<file path="config.mk">
export PLATFORM = sky130hd
export DESIGN_NAME = cordic_phase_gen
export DESIGN_NICKNAME = d
export VERILOG_FILES = /design/src/rtl/cordic_phase_gen.sv
export SDC_FILE = /design/constraint.sdc
export NUM_CORES = 1
export LEC_CHECK = 0
export CAP_MARGIN = 15
export CORE_MARGIN = 3
export CORE_UTILIZATION = 45
export DETAILED_ROUTE_END_ITERATION = 7
export HOLD_SLACK_MARGIN = 0.03
export PLACE_DENSITY = 0.7
export SYNTH_ARGS = -nofsm -noshare
export SYNTH_HDL_FRONTEND = slang
export SYNTH_SLANG_ARGS = --single-unit
export TNS_END_PERCENT = 30
</file>
<file path="constraint.sdc">
create_clock -name clock -period 5.31 [get_ports clock]
set_input_delay 1.062 -clock clock [delete_from_list [all_inputs] [get_ports clock]]
set_output_delay 1.062 -clock clock [all_outputs]
set_load 0.03 [all_outputs]
</file>
<file path="src/rtl/cordic_phase_gen.sv">
`default_nettype none
// ============================================================================
// Module      : cordic_phase_gen
// Description : Burst phase generator that feeds a CORDIC rotator. It stores
//               a configuration (frequency, start phase, amplitude, count) and
//               on each start request issues count samples with z_i stepping
//               by freq. It supports stall (hold) and early termination
//               (abort).
// Revision    : 1.0 - initial release
// ============================================================================
module cordic_phase_gen #(
    parameter int XY_BITS  = 12,
    parameter int PH_BITS  = 32,
    parameter int CNT_BITS = 16
) (
    input  logic                clock,
    input  logic                reset,
    input  logic                cfg_valid,
    output logic                cfg_ready,
    input  logic [PH_BITS-1:0]  cfg_freq,
    input  logic [PH_BITS-1:0]  cfg_phase0,
    input  logic [XY_BITS-1:0]  cfg_amp,
    input  logic [CNT_BITS-1:0] cfg_count,
    input  logic                start,
    input  logic                hold,
    input  logic                abort,
    output logic                busy,
    output logic                done,
    output logic                ivalid,
    output logic [XY_BITS-1:0]  x_i,
    output logic [XY_BITS-1:0]  y_i,
    output logic [PH_BITS-1:0]  z_i
);

    localparam logic [CNT_BITS-1:0] c_cnt_one = CNT_BITS'(1);

    typedef enum logic [1:0] {
        ST_IDLE = 2'd0,
        ST_RUN  = 2'd1,
        ST_DONE = 2'd2
    } state_t;

    state_t              r_state;
    state_t              w_next_state;

    logic [PH_BITS-1:0]  r_freq;
    logic [PH_BITS-1:0]  r_phase0;
    logic [XY_BITS-1:0]  r_amp;
    logic [CNT_BITS-1:0] r_count;
    logic [PH_BITS-1:0]  r_phase_acc;
    logic [CNT_BITS-1:0] r_remaining;
    logic                r_ivalid;
    logic                r_done;
    logic [XY_BITS-1:0]  r_x;
    logic [XY_BITS-1:0]  r_y;
    logic [PH_BITS-1:0]  r_z;

    logic                w_cfg_accept;
    logic                w_start_ok;
    logic                w_issue;
    logic                w_last;

    // Handshake and burst-control qualifiers; a config offer always wins
    // over a start in the same cycle, and an empty stored count never starts.
    always_comb begin
        cfg_ready    = (r_state == ST_IDLE) && reset;
        w_cfg_accept = cfg_valid && cfg_ready;
        w_start_ok   = (r_state == ST_IDLE) && start && !cfg_valid &&
                       (r_count != '0);
        w_issue      = (r_state == ST_RUN) && !abort && !hold;
        w_last       = w_issue && (r_remaining == c_cnt_one);
        busy         = (r_state == ST_RUN);
        done         = r_done;
        ivalid       = r_ivalid;
        x_i          = r_x;
        y_i          = r_y;
        z_i          = r_z;
    end

    // State register.
    always_ff @(posedge clock) begin
        if (!reset) begin
            r_state <= ST_IDLE;
        end else begin
            r_state <= w_next_state;
        end
    end

    // Next-state logic; abort outranks both hold and end-of-burst.
    always_comb begin
        w_next_state = r_state;
        case (r_state)
            ST_IDLE: begin
                if (w_start_ok) begin
                    w_next_state = ST_RUN;
                end
            end
            ST_RUN: begin
                if (abort) begin
                    w_next_state = ST_IDLE;
                end else if (w_last) begin
                    w_next_state = ST_DONE;
                end
            end
            ST_DONE: begin
                w_next_state = ST_IDLE;
            end
            default: begin
                w_next_state = ST_IDLE;
            end
        endcase
    end

    // Configuration storage, phase accumulator and registered CORDIC operands.
    always_ff @(posedge clock) begin
        if (!reset) begin
            r_freq      <= '0;
            r_phase0    <= '0;
            r_amp       <= '0;
            r_count     <= '0;
            r_phase_acc <= '0;
            r_remaining <= '0;
            r_ivalid    <= 1'b0;
            r_done      <= 1'b0;
            r_x         <= '0;
            r_y         <= '0;
            r_z         <= '0;
        end else begin
            r_done <= (r_state == ST_DONE);

            if (w_cfg_accept) begin
                r_freq   <= cfg_freq;
                r_phase0 <= cfg_phase0;
                r_amp    <= cfg_amp;
                r_count  <= cfg_count;
            end

            case (r_state)
                ST_IDLE: begin
                    r_ivalid <= 1'b0;
                    if (w_start_ok) begin
                        r_phase_acc <= r_phase0;
                        r_remaining <= r_count;
                    end
                end
                ST_RUN: begin
                    if (abort) begin
                        r_ivalid    <= 1'b0;
                        r_phase_acc <= '0;
                        r_remaining <= '0;
                    end else if (hold) begin
                        // Stall: operands keep their last values.
                        r_ivalid <= 1'b0;
                    end else begin
                        r_ivalid    <= 1'b1;
                        r_x         <= r_amp;
                        r_y         <= '0;
                        r_z         <= r_phase_acc;
                        // Modular phase step; carry out is intentionally lost.
                        r_phase_acc <= r_phase_acc + r_freq;
                        r_remaining <= r_remaining - c_cnt_one;
                    end
                end
                default: begin
                    r_ivalid <= 1'b0;
                end
            endcase
        end
    end

endmodule
`default_nettype wire

</file>
## After elaboration in Yosys (flattened, before gate mapping)

Index checks and enable logic that the tools add are counted.

- Add/sub/neg operators: 2
- Equal/unequal tests: 6
- Multiplexer cells: 13
- Bitwise gates (word level): 4
- Reductions and logical operators: 18

Operator list:

| kind | number |
|---|---|
| 32-bit 2-to-1 mux | 3 |
| 32-bit case mux with 2 select lines | 1 |
| 16-bit 2-to-1 mux | 3 |
| 32-bit adder | 1 |
| 16-bit case mux with 2 select lines | 1 |
| 16-bit by 1-bit == test with 1-bit output (second input constant) | 1 |
| 16-bit nonzero test | 1 |
| 16-bit by 1-bit subtractor with 16-bit output (second input constant) | 1 |
| 1-bit logical AND | 8 |
| 2-bit 2-to-1 mux | 3 |
| 3-bit AND reduction | 2 |
| 1-bit inverter | 4 |
| 2-bit case mux with 2 select lines | 1 |
| 1-bit logical NOT | 3 |
| 3-bit by 2-bit != test with 1-bit output (second input constant) | 1 |
| 3-bit != test (second input constant) | 1 |
| 3-bit OR reduction | 1 |
| 2-bit by 1-bit == test with 1-bit output (second input constant) | 1 |
| 2-bit == test (second input constant) | 1 |
| 2-bit logical NOT | 1 |
| 2-bit != test (second input constant) | 1 |
| 2-bit AND reduction | 1 |
| 2-bit nonzero test | 1 |
| 1-bit 2-to-1 mux | 1 |

- Bits in registers: 188
- Input bits: 98
- Output and inout port bits: 60
- Logic and storage cells: 54

## Depth between registers and ports, before layout

Gate-level depths: netlist of the first run.

- Word-level depth: 7
- Mapped depth: 11
- Mapped depth without buffers: 11

## Least setup slack after synthesis of the first run

Ideal clock, no wire load.

- Kind: input-to-reg
- From: input port reset
- To: register r_freq[1]
- Library setup time: 0.087 ns
- Arrival: 2.663 ns
- Data required time: 5.223 ns
- Slack: 2.559 ns
- Stages on the path: 8
- Buffers on the path: 3
- Cells stage by stage: nand2b_1 nor2_1 and2_1 buf_2 clkbuf_1 clkbuf_1 nand2_1 o31ai_1

- Longest elaborated chain between the ends: 2

RTL lines:

| element | RTL line | source |
|---|---|---|
| start: declaration | 17 | `input logic reset,` |
| 1-bit logical AND | 66 | `cfg_ready = (r_state == ST_IDLE) && reset;` |
| via cfg_ready | 19 | `output logic cfg_ready,` |
| 1-bit logical AND | 67 | `w_cfg_accept = cfg_valid && cfg_ready;` |
| end signal: assignment | 132 | `r_freq <= cfg_freq;` |
| end: declaration | 46 | `logic [PH_BITS-1:0] r_freq;` |

The timed path passes the listed nets, and every way through them passes these cells.
A chain may end at the register's enable or synchronous reset.

## Worst setup path in the final report of the first run

- From: input port reset
- To: output port cfg_ready

- Longest elaborated chain between the ends: 1

RTL lines:

| element | RTL line |
|---|---|
| 1-bit logical AND | 66 |
| end: declaration | 19 |

Every way passes these cells.

==> impl_metrics.py, run 1 <==
metrics = {
    "run_status": {
        "status": "finished clean",
    },
    "global_route": {
        "antenna_found_initial": 3,
        "overflow": 0,
        "grt_first_pass_wirelength_um": 41140,
        "grt_pass1_vias": 8343,
        "grt_max_degree": 108,
        "grt_usage_pct": 22.68,
    },
    "synthesis": {
        "synth_area_leaders": "dfxtp_1 (41%), nand2_1 (13%), o21ai_0 (7.7%), a21oi_1 (6.2%), ha_1 (4.5%)",
        "syn_area_per_cell_um2": 7.567,
        "synth_ff_type": "dfxtp_1",
        "yosys.area_share.simple_pct": 22.69,
        "yosys.cell_types.count": 67,
        "synth_most_common_cell": "nand2_1",
        "syn_inst": 1204,
        "synth_xor_area_share_pct": 1.538,
        "synth_seq_cells": 188,
        "synth_top_family_by_area": "compound AO/OA/AOI/OAI gates",
        "ys_async_sr_fraction_pct": 0,
        "synth-compound-area-share_pct": 23.94,
        "netlist_area_um2": 9111,
        "synth_top_area_cell": "dfxtp_1",
        "synth_edf_count": 0,
        "yosysWarnings": 0,
        "synthAdderAreaFrac_pct": 4.751,
        "yosys-top-cells-count": "nand2_1 (307), dfxtp_1 (188), o21ai_0 (140)",
        "synthMuxAreaShare_pct": 0.5493,
        "ys_seq_area_share_pct": 41.31,
        "synth_top_area_share_pct": 41.31,
    },
    "detailed_routing": {
        "dr.pass1.iters": 5,
        "vias_per_cell": 5.442,
        "drc": 0,
        "ant_nets": 0,
        "vias": 8565,
        "drt_wl_total_um": 25060,
        "wl_per_cell_um": 15.92,
        "drt-initial-drc-count": 571,
    },
    "floorplan": {
        "die_x_um": 148.3,
        "rows": 51,
        "fp.dieH_um": 148.3,
        "coreArea_um2": 19650,
        "ios": 158,
        "initial_core_util_pct": 46.36,
        "die_area_um2": 21990,
    },
    "timing": {
        "max_slew_margin_pct": 29.28,
        "rsz0062_at_grt": "no",
        "tns_ns": 0,
        "setup_violations": 0,
        "fmax_mhz": 284.3,
        "fin_crit_ns": 3.518,
        "hold_viol": 0,
        "drv_slew": 0,
        "fin_crit_sh_pct": 66.25,
        "worst_slew_pin_slew_ns": 1.057,
        "skew_ns": 0.01175,
        "hold_ws_ns": 0.4509,
    },
    "layout": {
        "syn_to_final_growth_pct": 23.46,
        "drive_gt1_share_pct": 4.278,
        "diodes": 0,
        "design_area_um2": 11250,
        "final_cells": 1574,
        "n_fill_cell": 1894,
        "nets": 1430,
    },
    "clock_network": {
        "cts_tree": "yes",
        "ctsHoldBuffers": 0,
        "ctsHtreeMaxLevel": 4,
        "ctsLongestPathBuffers": 2,
        "cts-root-buf": "clkbuf_16",
        "ctsResizeCount": 0,
        "cts_setup_buffers": 0,
        "insertion_delay_ns": 0.44,
        "cts_sinks": 188,
        "cts_inserted_buffers": 17,
        "clk_pin_slew_ns": 0.07,
    },
    "pwr": {
        "leakage_uw": 0.004187,
        "p_total_uw": 3474,
        "peakVddDrop_mv": 0.2128,
        "power_density_nw_per_um2": 308.8,
    },
    "placed_design": {
        "place_area_um2": 10650,
        "portBuffers": 145,
        "dp_hpwl_um": 16610,
        "gp_congestion": 0.8706,
        "dp_cells": 1544,
    },
    "setup_path": {
        "cp_max_fo": 44,
        "start_kind": "input pin",
        "required_ns": 4.25,
        "worst_setup_path_end_kind": "output pin",
        "path_class": "input pin to output pin",
        "crit_arrival_ns": 2.46,
    },
    "hold_path": {
        "hold_path_class": "register to register",
    },
    "job": {
        "drv_cap": 0,
    },
}
## sequential cells by signal (all words and copies together) (netlist names), 2 cells and up
| signal | count |
|---|---|
| z_i | 32 |
| r_remaining | 16 |
| r_amp | 12 |
| r_phase_acc | 32 |
| r_count | 16 |
| x_i | 12 |
| r_state | 2 |
| r_freq | 32 |
| r_phase0 | 32 |
## cell type report
type	count	area, µm²	share of cell area, %
Multi-Input combinational cell	916	4945	43.96
Sequential cell	188	3764	33.46
Timing Repair Buffer	154	1529	13.59
Clock buffer	19	442.9	3.938
Tap cell	265	331.6	2.948
Clock inverter	11	157.7	1.402
Inverter	21	78.83	0.7008
## power breakdown
part / leakage [µW] / internal (µW) / switching (µW)
Combinational: 0.00236 / 239 / 342
Sequential: 0.00154 / 1500 / 68.2
Clock: 0.000287 / 757 / 567
Total: 0.00419 / 2500 / 978
## final timing paths
kind                                  end  slack [ns]  cells past startpoint                         from
max reg2reg  r_phase_acc[26]$_SDFFE_PN0P_        2.43                     11  r_phase_acc[0]$_SDFFE_PN0P_
max                             cfg_ready        1.79                      4                        reset
min reg2reg          x_i[11]$_SDFFE_PN0P_        0.45                      2       r_amp[11]$_SDFFE_PN0P_
min                  x_i[11]$_SDFFE_PN0P_        0.45                      2       r_amp[11]$_SDFFE_PN0P_
## placed cells by master (no fill, tap or decap), types with 10 or more instances in the layout
cell type	count
nand2_1	306
dfxtp_1	188
clkdlybuf4s50_1	144
o21ai_0	140
a21oi_1	112
nor2_1	71
ha_1	33
nor3_1	30
inv_1	20
clkbuf_16	17
nand3_1	16
a221oi_1	13
a21o_1	13
conb_1	12
a211oi_1	10
## critical path, cell delays in order
cell and delay (ns):
buf_4 0.39, nand2b_1 0.13, nor2_1 0.15, clkdlybuf4s50_1 0.72
## kinds of logic after synthesis
| kind of cell | Yosys count |
|---|---|
| AO/OA/AOI/OAI | 364 |
| XOR/XNOR | 16 |
| adder cells (fa/ha/maj) | 34 |
| buffers and inverters | 111 |
| flip-flops | 188 |
| multiplexers | 5 |
| other | 1 |
| AND/OR/NAND/NOR | 485 |
## routing by layer
layer  share of wire [%]  GRT usage, %  vias up  wire length [µm]
met5                0.16             0        -                41
met4                 1.6         6.790        6               400
met3                 6.8         6.185       33              1713
met2                  46         36.95      260             11420
met1                  46         29.58     3908             11490
li1                    -             -     4358                 -
## stage by stage
stage	worst slack, ns	util, %
floorplan	2.559	-
global placement	1.653	54.18
detailed placement	1.607	54.18
CTS	1.759	57.23
global route	1.679	57.23
finish	1.792	57.23
No activity file was read; power rests on OpenSTA's default activity.
==> inputs of run 2 (changes only) <==
clock period = 3.24 ns   (was 5.31 ns; I/O delays follow)
==> impl_metrics.py, run 2 (synthesis results as in run 1) <==
metrics = {
    "layout": {
        "layout_commonest_cell": "nand2_1",
        "syn_to_final_growth_pct": 24.79,
        "final_cell_mix": "nand2_1 (306), dfxtp_1 (188), clkdlybuf4s50_1 (144), o21ai_0 (140), a21oi_1 (112)",
        "n_fill_cell": 1876,
        "drive_gt1_share_pct": 5.008,
        "diodes": 0,
        "design_area_um2": 11370,
        "nets": 1439,
    },
    "hold_path": {
        "hold_start": "r_amp[6]$_SDFFE_PN0P_",
        "holdPathStages": 2,
        "hold_path_class": "register to register",
    },
    "setup_path": {
        "cp_cell_sequence": "ha_1 -> inv_1 -> fa_1 -> nor2b_1 -> o2111ai_1 -> nand3_1 -> nand2_1 -> o311ai_2 -> nand2_1 -> a41oi_1 -> a31oi_1",
        "critical-path-top-delay-family": "compound AO/OA/AOI/OAI gates",
        "crit_buf_inv": 1,
        "critical_path.max_stage_delay_ns": 0.40,
        "crit_cells": 11,
        "cp_common_cell": "nand2_1",
        "setup.worst_path.start": "r_phase_acc[0]$_SDFFE_PN0P_",
        "worst_setup_path_end_kind": "register",
        "r2r_cells": 11,
        "path_class": "register to register",
        "required_ns": 3.55,
        "r2r_start": "r_phase_acc[0]$_SDFFE_PN0P_",
        "crit_arrival_ns": 3.11,
        "cp_max_fo": 4,
        "start_kind": "register",
        "cpMaxStageDelayCell": "o311ai_2",
    },
    "timing": {
        "hold_viol": 0,
        "skew_ns": 0.01185,
        "fmax_mhz": 356.2,
        "setup_violations": 0,
        "rsz0062_at_grt": "no",
        "tns_ns": 0,
        "fin_crit_sh_pct": 86.65,
        "layout_setup_ws_ns": 0.4327,
        "drv_slew": 0,
        "max_slew_margin_pct": 44.53,
        "fin_crit_ns": 2.807,
        "worst_slew_pin_slew_ns": 0.8321,
    },
    "global_route": {
        "grt_first_pass_wirelength_um": 41100,
        "grt_pass1_vias": 8130,
        "grt_max_degree": 78,
        "antenna_found_initial": 1,
        "grt_usage_pct": 22.59,
        "overflow": 0,
    },
    "job": {
        "drv_cap": 0,
    },
    "pwr": {
        "switching_share_pct": 28.21,
        "leakage_uw": 0.004251,
        "clkPwrFrac_pct": 37.6,
        "power_switching_uw": 1603,
        "p_int_uw": 4080,
        "peakVddDrop_mv": 0.3545,
        "seqPwrFrac_pct": 45.2,
        "combPwrFrac_pct": 17.1,
        "power_density_nw_per_um2": 499.8,
    },
    "clock_network": {
        "cts_inserted_buffers": 17,
        "cts_setup_buffers": 0,
        "cts_tree": "yes",
        "ctsLongestPathBuffers": 2,
        "cts-root-buf": "clkbuf_16",
        "ctsHoldBuffers": 0,
        "cts_sinks": 188,
        "ctsResizeCount": 0,
        "insertion_delay_ns": 0.44,
        "ctsHtreeMaxLevel": 4,
        "clk_pin_slew_ns": 0.07,
    },
    "placed_design": {
        "preCtsSetupSlack_ns": 0.2713,
        "dp_hpwl_um": 16800,
        "portBuffers": 145,
        "gp_congestion": 0.8870,
        "place_area_um2": 10760,
    },
    "detailed_routing": {
        "vias_per_cell": 5.457,
        "dr.pass1.iters": 5,
        "drt_wl_total_um": 24990,
        "vias": 8639,
        "drc": 0,
        "drt-initial-drc-count": 570,
        "ant_nets": 0,
        "wl_per_cell_um": 15.78,
    },
    "run_status": {
        "status": "finished clean",
    },
    "floorplan": {
        "coreArea_um2": 19650,
        "ios": 158,
        "die_area_um2": 21990,
        "die_x_um": 148.3,
        "fp.dieH_um": 148.3,
        "rows": 51,
        "initial_core_util_pct": 46.36,
    },
}
## run 2: cell types whose count changed in the layout (fill, tap and decap cells not counted)
| cell | previous run | this run |
|---|---|---|
| inv_8 | 0 | 1 |
| clkinv_2 | 0 | 3 |
| inv_6 | 5 | 3 |
| clkbuf_8 | 1 | 0 |
| buf_12 | 1 | 6 |
| clkbuf_1 | 1 | 0 |
| buf_4 | 9 | 13 |
## run 2: metrics by stage
step                hold WS, ns  total power [µW]  std cells  utilization, %
floorplan                0.4315              3250       1215               -
global placement         0.4366              3572       1552           54.74
detailed placement       0.4457              3584       1552           54.74
CTS                      0.4537              5712       1582           57.75
global route             0.4735              5953       1583           57.85
finish                   0.4523              5683       1583           57.85
## run 2: layer usage
metal	track usage, %	share of wire, %	vias to the layer above
met4	6.559	1.7	2
met3	5.941	7.0	30
met2	36.20	45	246
met5	0	0.052	-
met1	30.19	47	3982
li1	-	-	4379
## run 2: path summary, 6_finish.rpt
| check | end | slack (ns) |
|---|---|---|
| worst max-delay path | r_phase_acc[26]$_SDFFE_PN0P_ | 0.43 |
| worst min-delay path | x_i[6]$_SDFFE_PN0P_ | 0.45 |
| worst max register to register | r_phase_acc[26]$_SDFFE_PN0P_ | 0.43 |
| worst min register to register | x_i[6]$_SDFFE_PN0P_ | 0.45 |
## run 2: worst min-delay path, stage by stage (launching register included)
cell	delay, ns
dfxtp_1	0.31
nand2_1	0.05
a21oi_1	0.05
## run 2: power groups by stage
stage	clock [µW]	sequential, µW	combinational, µW
after floorplan	0	2580	665
after global placement	0	2620	954
after detailed placement	0	2620	965
after CTS	2170	2570	972
after global routing	2270	2590	1100
final	2140	2570	973
## run 2: final cells by class
cell class              instances  area, µm²  share of cell area (%)
multi-input cells             916       4945                   43.49
clock inverters                13      166.4                   1.464
flip-flops and latches        188       3764                   33.10
clock buffers                  17      425.4                   3.742
well taps                     265      331.6                   2.916
inverters                      21      78.83                  0.6933
repair buffers                163       1659                   14.59
==> inputs of run 3 (changes only) <==
MAX_ROUTING_LAYER = met4   (was unset)
==> impl_metrics.py, run 3 (synthesis results as in run 1) <==
metrics = {
    "floorplan": {
        "ios": 158,
        "initial_core_util_pct": 46.36,
        "die_area_um2": 21990,
        "coreArea_um2": 19650,
        "fp.dieH_um": 148.3,
        "die_x_um": 148.3,
        "rows": 51,
    },
    "detailed_routing": {
        "drt-initial-drc-count": 635,
        "vias": 8582,
        "wl_per_cell_um": 15.98,
        "ant_nets": 0,
        "vias_per_cell": 5.425,
        "dr.pass1.iters": 5,
        "drt_wl_total_um": 25270,
        "drc": 0,
    },
    "clock_network": {
        "cts-root-buf": "clkbuf_16",
        "ctsHoldBuffers": 0,
        "insertion_delay_ns": 0.44,
        "cts_tree": "yes",
        "cts_sinks": 188,
        "ctsLongestPathBuffers": 2,
        "cts_inserted_buffers": 17,
        "clk_pin_slew_ns": 0.07,
        "ctsResizeCount": 0,
        "ctsHtreeMaxLevel": 4,
        "cts_setup_buffers": 0,
    },
    "pwr": {
        "seqPwrFrac_pct": 44.8,
        "power_density_nw_per_um2": 505.4,
        "switching_share_pct": 28.69,
        "power_switching_uw": 1646,
        "clkPwrFrac_pct": 38.3,
        "peakVddDrop_mv": 0.4079,
        "leakage_uw": 0.004240,
        "combPwrFrac_pct": 17.0,
        "p_int_uw": 4092,
    },
    "setup_path": {
        "r2r_cells": 11,
        "crit_arrival_ns": 3.17,
        "r2r_start": "r_phase_acc[0]$_SDFFE_PN0P_",
        "timing.rr.end": "r_phase_acc[28]$_SDFFE_PN0P_",
        "required_ns": 3.55,
        "worst_setup_path_end_kind": "register",
        "cp_cell_sequence": "ha_1 -> inv_1 -> fa_1 -> nor2b_1 -> o2111ai_1 -> nand3_1 -> a31oi_2 -> o41ai_1 -> a21oi_1 -> mux2i_1 -> a31oi_1",
        "start_kind": "register",
        "cpMaxStageDelayCell": "o41ai_1",
        "critical_path.max_stage_delay_ns": 0.44,
        "regToRegSetupSlack_ns": 0.38,
        "cp_max_fo": 4,
        "path_class": "register to register",
    },
    "timing": {
        "tns_ns": 0,
        "worst_slew_pin_slew_ns": 0.7573,
        "max_slew_margin_pct": 49.13,
        "hold_viol": 0,
        "layout_setup_ws_ns": 0.3825,
        "setup_violations": 0,
        "skew_ns": 0.01117,
        "fin_crit_sh_pct": 88.20,
        "fmax_mhz": 350.0,
        "fin_crit_ns": 2.858,
        "drv_slew": 0,
        "rsz0062_at_grt": "no",
    },
    "global_route": {
        "use_met1_pct": 30.97,
        "grt_usage_pct": 23.54,
        "overflow": 0,
        "grt_first_pass_wirelength_um": 41260,
        "grt_max_degree": 76,
        "grt_pass1_vias": 8149,
        "use_met3_pct": 5.881,
        "antenna_found_initial": 1,
        "grt.busiest_layer": "met2",
        "met2_usage_pct": 36.38,
    },
    "hold_path": {
        "hold_start": "z_i[16]$_SDFFE_PN0P_",
        "hold_path_class": "register to register",
        "min_to": "z_i[16]$_SDFFE_PN0P_",
        "holdPathStages": 2,
    },
    "layout": {
        "syn_to_final_growth_pct": 24.61,
        "final_cell_mix": "nand2_1 (306), dfxtp_1 (188), clkdlybuf4s50_1 (144), o21ai_0 (140), a21oi_1 (112)",
        "n_fill_cell": 1847,
        "nets": 1436,
        "ff_latch_area_um2": 3764,
        "layout_commonest_cell": "nand2_1",
        "drive_gt1_share_pct": 4.863,
        "multi_input_area_um2": 4945,
    },
    "placed_design": {
        "portBuffers": 145,
        "dp_hpwl_um": 16770,
        "gp_congestion": 0.8759,
        "preCtsSetupSlack_ns": 0.2931,
    },
    "run_status": {
        "status": "finished clean",
    },
    "job": {
        "drv_cap": 0,
    },
}
run 3: cell count changes in the layout (fill, tap and decap cells not counted), sizes merged:
cell and delta:
diode +1, clkinv -2, buf -3, inv +3
run 3: how the worst max path moves through the flow:
stage | startpoint | endpoint | cells past startpoint
final | r_phase_acc[0]$_SDFFE_PN0P_ | r_phase_acc[28]$_SDFFE_PN0P_ | 11
after floorplan | r_phase_acc[0]$_SDFFE_PN0P_ | r_phase_acc[26]$_SDFFE_PN0P_ | 11
after detailed placement | abort | z_i[3]$_SDFFE_PN0P_ | 7
after global placement | abort | z_i[1]$_SDFFE_PN0P_ | 7
after CTS | r_phase_acc[0]$_SDFFE_PN0P_ | r_phase_acc[28]$_SDFFE_PN0P_ | 11
after global routing | r_phase_acc[0]$_SDFFE_PN0P_ | r_phase_acc[26]$_SDFFE_PN0P_ | 11
run 3: through the flow:
step	std cells	instance area, µm²	util (%)	power [µW]	hold slack (ns)
after CTS	1581	11350	57.75	5770	0.4543
after global routing	1582	11350	57.77	6009	0.4736
after floorplan	1215	9153	-	3250	0.4315
after global placement	1550	10740	54.66	3570	0.4370
final	1582	11350	57.77	5737	0.4542
after detailed placement	1550	10740	54.66	3581	0.4466
run 3: layout make-up:
cell class,count,share of cell area (%)
multi-input combinational,916,43.55
clock inverter,14,1.609
tap,265,2.920
inverter,21,0.6943
clock buffer,17,3.747
sequential,188,33.15
timing repair buffer,160,14.30
antenna,1,0.02204
run 3: routing by layer:
metal / vias up / part of all wire [%]
met3: 26 / 5.7
met1: 3954 / 48
met2: 224 / 45
li1: 4378 / -
met4: 0 / 1.2
met5: - / 0
run 3: worst max-delay path, delay by kind of cell (launching register included):
kind | cells | cell delay [ns]
fa+ha+maj | 2 | 0.55
flops | 1 | 0.36
simple gates | 2 | 0.45
mux | 1 | 0.19
compound gates | 5 | 1.12
buf+inv | 1 | 0.05
run 3: power groups by stage:
stage / Sequential (µW) / Combinational [µW] / Clock [µW]
3_5_place_dp: 2620 / 964 / 0
5_1_grt: 2580 / 1090 / 2340
4_1_cts: 2570 / 970 / 2230
6_report: 2570 / 973 / 2200
2_1_floorplan: 2580 / 665 / 0
3_3_place_gp: 2610 / 956 / 0
